[src/rtl/exec_fsm_pkg.sv]
// Shared definitions for the execute-phase control FSM: opcodes, ALU and
// error encodings, IR field positions and the state type.
package exec_fsm_pkg;

  localparam int MFC_TIMEOUT_DEF = 255;
  localparam int TO_W_DEF        = 8;

  localparam int IR_OP_HI   = 15;
  localparam int IR_OP_LO   = 12;
  localparam int IR_RD_HI   = 11;
  localparam int IR_RD_LO   = 10;
  localparam int IR_RS_HI   = 9;
  localparam int IR_RS_LO   = 8;
  localparam int IR_ADDR_HI = 7;
  localparam int IR_ADDR_LO = 0;

  localparam logic [3:0] OP_NOP   = 4'h0;
  localparam logic [3:0] OP_LOAD  = 4'h1;
  localparam logic [3:0] OP_STORE = 4'h2;
  localparam logic [3:0] OP_ADD   = 4'h3;
  localparam logic [3:0] OP_SUB   = 4'h4;
  localparam logic [3:0] OP_AND   = 4'h5;
  localparam logic [3:0] OP_MOVI  = 4'h6;
  localparam logic [3:0] OP_JMP   = 4'h7;
  localparam logic [3:0] OP_HALT  = 4'h8;

  localparam logic [1:0] ALU_ADD = 2'b00;
  localparam logic [1:0] ALU_SUB = 2'b01;
  localparam logic [1:0] ALU_AND = 2'b10;

  localparam logic [1:0] ERR_NONE    = 2'b00;
  localparam logic [1:0] ERR_ILLEGAL = 2'b01;
  localparam logic [1:0] ERR_TIMEOUT = 2'b10;

  typedef enum logic [4:0] {
    S_IDLE, S_DECODE,
    S_LD_A, S_LD_M, S_LD_R, S_LD_W,
    S_ST_A, S_ST_D, S_ST_M,
    S_AL_A, S_AL_B, S_AL_W,
    S_MV, S_JP,
    S_PCINC, S_DONE, S_HALTED
  } state_t;

  function automatic logic [1:0] alu_op_of(input logic [3:0] op);
    case (op)
      OP_SUB:  return ALU_SUB;
      OP_AND:  return ALU_AND;
      default: return ALU_ADD;
    endcase
  endfunction

endpackage

[src/rtl/exec_fsm_mfc_timer.sv]
// Memory-wait watchdog: counts cycles without MFC and flags the cycle on which
// the count would reach MFC_TIMEOUT.
module exec_fsm_mfc_timer #(
  parameter int MFC_TIMEOUT = 255,
  parameter int TO_W        = 8
) (
  input  logic clk,
  input  logic rst,
  input  logic i_clear,
  input  logic i_enable,
  output logic o_expired
);

  logic [TO_W-1:0] r_count;

  // NOTE: sequential state uses non-blocking assignments so every flop samples
  // pre-edge values regardless of process ordering.
  always_ff @(posedge clk) begin
    if (rst || i_clear) begin
      r_count <= '0;
    end else if (i_enable) begin
      r_count <= r_count + 1'b1;
    end
  end

  // Expiry is raised on the last permitted wait cycle, so the wait state is
  // occupied for exactly MFC_TIMEOUT cycles before giving up.
  assign o_expired = i_enable && (r_count == TO_W'(MFC_TIMEOUT - 1));

endmodule

[src/rtl/exec_fsm.sv]
// Execute-phase control FSM: latches IR on start, decodes it and sequences the
// datapath strobes as Moore outputs, then pulses done to restart fetch.
module exec_fsm
  import exec_fsm_pkg::*;
#(
  parameter int MFC_TIMEOUT = MFC_TIMEOUT_DEF,
  parameter int TO_W        = TO_W_DEF
) (
  input  logic        clk,
  input  logic        rst,
  input  logic        start,
  input  logic [15:0] IR,
  input  logic        MFC,
  output logic        done,
  output logic        halted,
  output logic [1:0]  err,
  output logic        MARin,
  output logic        memEN,
  output logic        RW,
  output logic        MDRreadEN,
  output logic        MDRin,
  output logic        MDRout,
  output logic        regOut,
  output logic        regIn,
  output logic [1:0]  regSel,
  output logic        Yin,
  output logic [1:0]  aluOp,
  output logic        Zin,
  output logic        Zout,
  output logic        IRaddrOut,
  output logic        PCin,
  output logic        PCinc
);

  state_t      r_state;
  state_t      w_next;
  logic [15:0] r_ir;
  logic [1:0]  r_err;
  logic [3:0]  w_op;
  logic [1:0]  w_rd;
  logic [1:0]  w_rs;
  logic        w_mem_wait;
  logic        w_expired;
  logic        w_accept;
  logic        w_unused_addr;

  assign w_op     = r_ir[IR_OP_HI:IR_OP_LO];
  assign w_rd     = r_ir[IR_RD_HI:IR_RD_LO];
  assign w_rs     = r_ir[IR_RS_HI:IR_RS_LO];
  assign w_accept = (r_state == S_IDLE) && start;
  // The address/immediate field reaches the bus through the datapath, not here.
  assign w_unused_addr = ^r_ir[IR_ADDR_HI:IR_ADDR_LO];

  assign w_mem_wait = (r_state == S_LD_M) || (r_state == S_ST_M);

  exec_fsm_mfc_timer #(
    .MFC_TIMEOUT (MFC_TIMEOUT),
    .TO_W        (TO_W)
  ) u_mfc_timer (
    .clk       (clk),
    .rst       (rst),
    .i_clear   (!w_mem_wait),
    .i_enable  (w_mem_wait && !MFC),
    .o_expired (w_expired)
  );

  always_ff @(posedge clk) begin
    if (rst) begin
      r_state <= S_IDLE;
      r_ir    <= '0;
      r_err   <= ERR_NONE;
    end else begin
      r_state <= w_next;
      if (w_accept) begin
        r_ir  <= IR;
        r_err <= ERR_NONE;
      end else if (r_state == S_DECODE && w_op > OP_HALT) begin
        r_err <= ERR_ILLEGAL;
      end else if (w_expired) begin
        r_err <= ERR_TIMEOUT;
      end
    end
  end

  assign err = r_err;

  // NOTE: every output and w_next gets a default first so no path through the
  // case leaves a value unassigned (which would infer a latch).
  always_comb begin
    w_next    = r_state;
    done      = 1'b0;
    halted    = 1'b0;
    MARin     = 1'b0;
    memEN     = 1'b0;
    RW        = 1'b0;
    MDRreadEN = 1'b0;
    MDRin     = 1'b0;
    MDRout    = 1'b0;
    regOut    = 1'b0;
    regIn     = 1'b0;
    regSel    = 2'b00;
    Yin       = 1'b0;
    aluOp     = ALU_ADD;
    Zin       = 1'b0;
    Zout      = 1'b0;
    IRaddrOut = 1'b0;
    PCin      = 1'b0;
    PCinc     = 1'b0;
    unique case (r_state)
      S_IDLE:   if (start) w_next = S_DECODE;
      S_DECODE: begin
        unique case (w_op)
          OP_NOP:                 w_next = S_PCINC;
          OP_LOAD:                w_next = S_LD_A;
          OP_STORE:               w_next = S_ST_A;
          OP_ADD, OP_SUB, OP_AND: w_next = S_AL_A;
          OP_MOVI:                w_next = S_MV;
          OP_JMP:                 w_next = S_JP;
          OP_HALT:                w_next = S_HALTED;
          default:                w_next = S_PCINC;
        endcase
      end
      S_LD_A:   begin IRaddrOut = 1'b1; MARin = 1'b1; w_next = S_LD_M; end
      S_LD_M: begin
        memEN = 1'b1;
        RW    = 1'b1;
        if (MFC)            w_next = S_LD_R;
        else if (w_expired) w_next = S_PCINC;
      end
      S_LD_R:   begin memEN = 1'b1; RW = 1'b1; MDRreadEN = 1'b1; w_next = S_LD_W; end
      S_LD_W:   begin MDRout = 1'b1; regIn = 1'b1; regSel = w_rd; w_next = S_PCINC; end
      S_ST_A:   begin IRaddrOut = 1'b1; MARin = 1'b1; w_next = S_ST_D; end
      S_ST_D:   begin regOut = 1'b1; regSel = w_rs; MDRin = 1'b1; w_next = S_ST_M; end
      S_ST_M: begin
        memEN = 1'b1;
        if (MFC || w_expired) w_next = S_PCINC;
      end
      S_AL_A:   begin regOut = 1'b1; regSel = w_rd; Yin = 1'b1; w_next = S_AL_B; end
      S_AL_B: begin
        regOut = 1'b1;
        regSel = w_rs;
        aluOp  = alu_op_of(w_op);
        Zin    = 1'b1;
        w_next = S_AL_W;
      end
      S_AL_W:   begin Zout = 1'b1; regIn = 1'b1; regSel = w_rd; w_next = S_PCINC; end
      S_MV:     begin IRaddrOut = 1'b1; regIn = 1'b1; regSel = w_rd; w_next = S_PCINC; end
      S_JP:     begin IRaddrOut = 1'b1; PCin = 1'b1; w_next = S_DONE; end
      S_PCINC:  begin PCinc = 1'b1; w_next = S_DONE; end
      S_DONE:   begin done = 1'b1; w_next = S_IDLE; end
      S_HALTED: halted = 1'b1;
      default:  w_next = S_IDLE;
    endcase
  end

endmodule

[config.mk]
export PLATFORM = sky130hd
export DESIGN_NAME = exec_fsm
export DESIGN_NICKNAME = d
export VERILOG_FILES = /design/src/rtl/exec_fsm_pkg.sv /design/src/rtl/exec_fsm_mfc_timer.sv /design/src/rtl/exec_fsm.sv
export SDC_FILE = /design/constraint.sdc
export NUM_CORES = 1
export LEC_CHECK = 0
export CORE_ASPECT_RATIO = 0.5
export CORE_MARGIN = 2
export CORE_UTILIZATION = 49
export DETAILED_ROUTE_END_ITERATION = 10
export GPL_ROUTABILITY_DRIVEN = 0
export PLACE_DENSITY = 0.79
export RECOVER_POWER = 50
export SLEW_MARGIN = 20
export SYNTH_ARGS = -nofsm -noshare
export SYNTH_HDL_FRONTEND = slang
export SYNTH_HIERARCHICAL = 1
export SYNTH_SLANG_ARGS = --single-unit
[constraint.sdc]
create_clock -name clk -period 2.4 [get_ports clk]
set_clock_uncertainty 0.1 [all_clocks]
set_input_delay 0.24 -clock clk [delete_from_list [all_inputs] [get_ports clk]]
set_output_delay 0.24 -clock clk [all_outputs]
set_load 0.05 [all_outputs]
; ---- Yosys cells after proc, flatten, opt, wreduce, memory -nomap -nowiden
; Memory sizes are Yosys's and may differ from the RTL's. A register that Yosys moved wholly into a read port is not among the register bits.
; Cells that the tools add are included.
[totals]
romBits = 80
ramBits = 0
mem_count = 1
register_bits = 31
latch_bits = 0
[op_classes]
order_cmp = 1
n_reduce_logical = 23
div = 0
muxes = 28
shift = 0
eq_ne = 22
add_sub_neg = 1
bitwise_logic = 1
multipliers = 0
[mem_list]
columns = name, depth, word_bits, rd, rd_clocked_by_memory_dff, wr, line
row1 = (name not given), 16, 5, 1, 1, 0, exec_fsm.sv:112  ; unique case (w_op)
[op_table]
columns = operator, count
row1 = case mux 5 bit (13 select lines), 1
row2 = == test 5 x 4 -> 1 bit (second input constant), 8
row3 = == test 5 x 3 -> 1 bit (second input constant), 4
row4 = 2-to-1 mux 5 bit, 4
row5 = 2-to-1 mux 1 bit, 18
row6 = OR reduction 3 bit, 4
row7 = == test 5 x 2 -> 1 bit (second input constant), 2
row8 = OR reduction 2 bit, 5
row9 = adder 8 x 1 -> 8 bit (second input constant), 1
row10 = == test 4 x 3 -> 1 bit (second input constant), 2
row11 = == test 8 bit (second input constant), 1
row12 = 2-to-1 mux 4 bit, 2
row13 = case mux 2 bit (2 select lines), 2
row14 = OR reduction 4 bit, 2
row15 = == test 5 x 1 -> 1 bit (second input constant), 1
row16 = == test 5 bit (second input constant), 1
row17 = zero test 5 bit, 1
row18 = > comparator 4 bit (second input constant), 1
row19 = logical AND 1 bit, 4
row20 = AND reduction 4 bit, 1
row21 = logical OR 1 bit, 3
row22 = inequality test 3 bit (second input constant), 1
row23 = zero test 1 bit, 2
row24 = 2-to-1 mux 2 bit, 1
row25 = 4 further kinds, 4

; ---- Longest topological paths before layout
[logic_depth]
word_depth = 7
mapped_depth = 10
depth_no_buf = 8

; ---- Cells and area by module
; The synthesis kept the hierarchy.
[modules_own_cells]
columns = module, cells_each, n_inst, area_each_um2
row1 = exec_fsm, 186, 1, 1390.1
row2 = exec_fsm_mfc_timer, 42, 1, 369.1

; ---- Worst setup path before layout
; Ideal clock, no wire load.
[synth_timing]
kind = register to output
from = register r_state[3]
to = output port memEN
t_required_ns = 2.060
stages_incl_launch_ff = 5
n_path_buf = 2
path_slack_ns = -0.695
t_arrival_ns = 2.755
path_cell_list = dfxtp_1 > buf_6 > buf_2 > nor4_1 > nand2b_1
[synth_between]
elab_chain_cells = 3
[synth_rtl]
columns = element, line
row1 = "start, declared", exec_fsm.sv:35  ; state_t r_state;
row2 = "start signal, assigned", exec_fsm.sv:73  ; r_state <= w_next;
row3 = == test 5 x 2 -> 1 bit (tied with other cells), exec_fsm.sv:109  ; unique case (r_state)
row4 = OR reduction 3 bit (no line) (*), n/a
row5 = 2-to-1 mux 1 bit (*), exec_fsm.sv:109
row6 = "end, declared", exec_fsm.sv:18  ; output logic memEN,
; Mark *: on every way between the ends. The rest lies on a longest branch, timed or not.

; ---- Worst setup path in the final report
[layout_timing]
from = register r_state[0]
to = output port regSel[1]
[layout_between]
elab_chain_cells = 3
[layout_rtl]
columns = element, line
row1 = == test 5 x 4 -> 1 bit or == test 5 x 3 -> 1 bit (tied branches), exec_fsm.sv:109
row2 = OR reduction 4 bit (no line) or OR reduction 2 bit (tied branches), n/a
row3 = case mux 2 bit (2 select lines) (*), exec_fsm.sv:109
row4 = "end, declared", exec_fsm.sv:25  ; output logic [1:0] regSel,
; Marked as above.

==> metrics.cfg <==
[final_layout]
fill_cells = 291
layout_common_cells = nor2_1 (28), dfxtp_1 (26), nand2_1 (22)
fin_util_pct = 65.4
fin_nets = 278
stdcell_area_um2 = 2240
n_antenna_cell = 0
drive_gt1_share_pct = 18.0
final_common_cell = nor2_1
area_growth_pct = 27.6

[clocking]
root_buffer = clkbuf_8
cts_made_buffers = 3
insertion_delay_ns = 0.27
clock_path_buffers = 2
clock-sinks = 28
cts_tree = built
clk_pin_slew_ns = 0.09
h-tree-depth = 1
post-cts-setup-buffers = 0

[synth]
yosysSeqAreaShare_pct = 31.9
syn_nets = 250
synth_area_um2 = 1760
yosys_warnings = 6
synth_cells = 228
synth-seq-cells = 28
synth-edff-count = 0
async_flop_share_pct = 0
syn_area_per_cell_um2 = 7.72
yosysUniqueCellTypes = 52
synth_ff_type = dfxtp_1

[routing]
drc = 0
drtIter0Drc = 96
ant_nets = 0
routedWlPerCell_um = 14.0
drtPass1Iterations = 5
routed_wl_um = 4270
drt-vias-per-instance = 5.60
dr_total_vias = 1713

[floorplanning]
initial_core_util_pct = 51.2
pin_count = 42
die_y_um = 46.4
dieWidth_um = 88.7
die_area_um2 = 4110
core-area_um2 = 3430
rows = 15

[global_route]
met2_usage_pct = 35.7
overflow = 0
gr-max-usage-layer = met2
antenna_found_initial = 0
grt_pass1_vias = 1466
track_usage_pct = 21.5
grt_max_degree = 19
grt.met3_usage_pct = 3.94
grtUsageMet1_pct = 29.3
grt_pass1_wl_um = 6750

[power_and_ir_drop]
power_per_cell_area_nw_per_um2 = 891
power_frac_comb_pct = 52.0
internal_power_mw = 1.11
ir_worst_vdd_uv = 336
pwr-share-seq_pct = 33.6
p_clk_share_pct = 14.4
switching_share_pct = 44.7
switching_power_mw = 0.895
p_leak_nw = 0.833

[worst_setup_path]
crit_chain = buf_4 -> or3_1 -> a211oi_2 -> a22o_1 -> buf_12
arrival_ns = 1.94
critPathMaxStageDelay_ns = 0.40
crit_required_ns = 2.06
worst_r2r_path_depth = 7
critPathSlowestCell = dfxtp_1
endpoint_kind = output port
cp_max_fo = 10
startpoint_type = register
critical_path_class = register to output port

[placement]
dpl_cell_area_um2 = 2250
port_buffers = 33
detailed_place_hpwl_um = 3200

[timing]
worstMarginPinSlew_ns = 0.735
final_hold_viol_count = 0
finalSetupTns_ns = 0
finalCritPeriodShare_pct = 95.2
relSlewSlack_pct = 50.6
setup_violations = 0
max_freq_ghz = 0.438
finalCriticalPeriod_ns = 2.28
rsz0062_at_grt = no
maxSlewViolCount = 0

[min_path]
hold_depth = 2
min_path_type = register to register

[job]
max_cap_violations = 0

[outcome]
outcome = complete, no violations

## stage by stage
stage          instances  hold slack, ns  total power, mW  setup WS (ns)
2_1_floorplan        228           0.276             1.49        -0.0667
3_3_place_gp         302           0.343             1.77          0.367
3_5_place_dp         302           0.353             1.78          0.308
4_1_cts              306           0.367             2.08         0.0499
5_1_grt              306           0.387             2.12         0.0197
6_report             306           0.366             2.00          0.115
## what timing repair did
action	in CTS	in global routing
endpoints found under the setup margin	0	2
hold buffers	0	0
resized for setup	0	2
## routing by layer
layer	routed length [um]	share of wire, %
met3	204	4.8
met4	59	1.4
met1	1990	47
met2	2010	47
met5	0	0
## synthesized netlist by cell type, types with 4 or more instances
library cell	number	share of area [%]
a21oi_1	22	6.3
buf_2	9	2.6
buf_6	4	2.6
clkbuf_1	5	1.1
dfxtp_1	28	32
inv_1	7	1.5
nand2_1	22	4.7
nand2b_1	4	1.4
nand3_1	6	1.7
nor2_1	32	6.8
nor3_1	13	3.7
o21ai_0	6	1.7
or3_1	4	1.4
xor2_1	6	3.0
## logic make-up (layout without fill, tap and decap cells)
group,Yosys count,after routing,share of synthesized area (%)
simple gates,113,113,34.6
buf+inv,27,54,8.53
flops,28,28,31.9
compound gates,48,48,18.4
mux,3,3,1.71
xor+xnor,7,7,3.49
fa+ha+maj,2,2,1.42
## power by group through the flow
stage	clock network, mW	registers (mW)	logic [mW]
2_1_floorplan	0	0.595	0.890
3_3_place_gp	0	0.670	1.10
3_5_place_dp	0	0.675	1.11
4_1_cts	0.299	0.665	1.12
5_1_grt	0.319	0.684	1.11
6_report	0.289	0.672	1.04
## layout make-up
class | instances | area, um2 | area share [%]
multi-input combinational | 173 | 1050 | 46.7
sequential | 28 | 563 | 25.1
timing repair buffer | 43 | 489 | 21.8
tap | 51 | 63.8 | 2.84
clock buffer | 4 | 55.1 | 2.45
inverter | 7 | 26.3 | 1.17
## final timing paths
| path | startpoint | end | slack, ns |
|---|---|---|---|
| worst min-delay path | r_ir[11]$_SDFFE_PP0N_ | r_ir[11]$_SDFFE_PP0N_ | 0.37 |
| worst max-delay path | r_state[0]$_SDFFE_PP0P_ | regSel[1] | 0.12 |
| worst min register to register | r_ir[11]$_SDFFE_PP0N_ | r_ir[11]$_SDFFE_PP0N_ | 0.37 |
| worst max register to register | r_state[1]$_SDFFE_PP0P_ | u_mfc_timer/r_count[5]$_SDFFE_PP0P_ | 0.16 |
## worst max-delay path: cells and delay by family (launching register included)
kind | cells | cell delay, ns
compound gates | 2 | 0.58
flops | 1 | 0.40
buf+inv | 2 | 0.35
simple gates | 1 | 0.33
(Power assumes the default switching activity.)
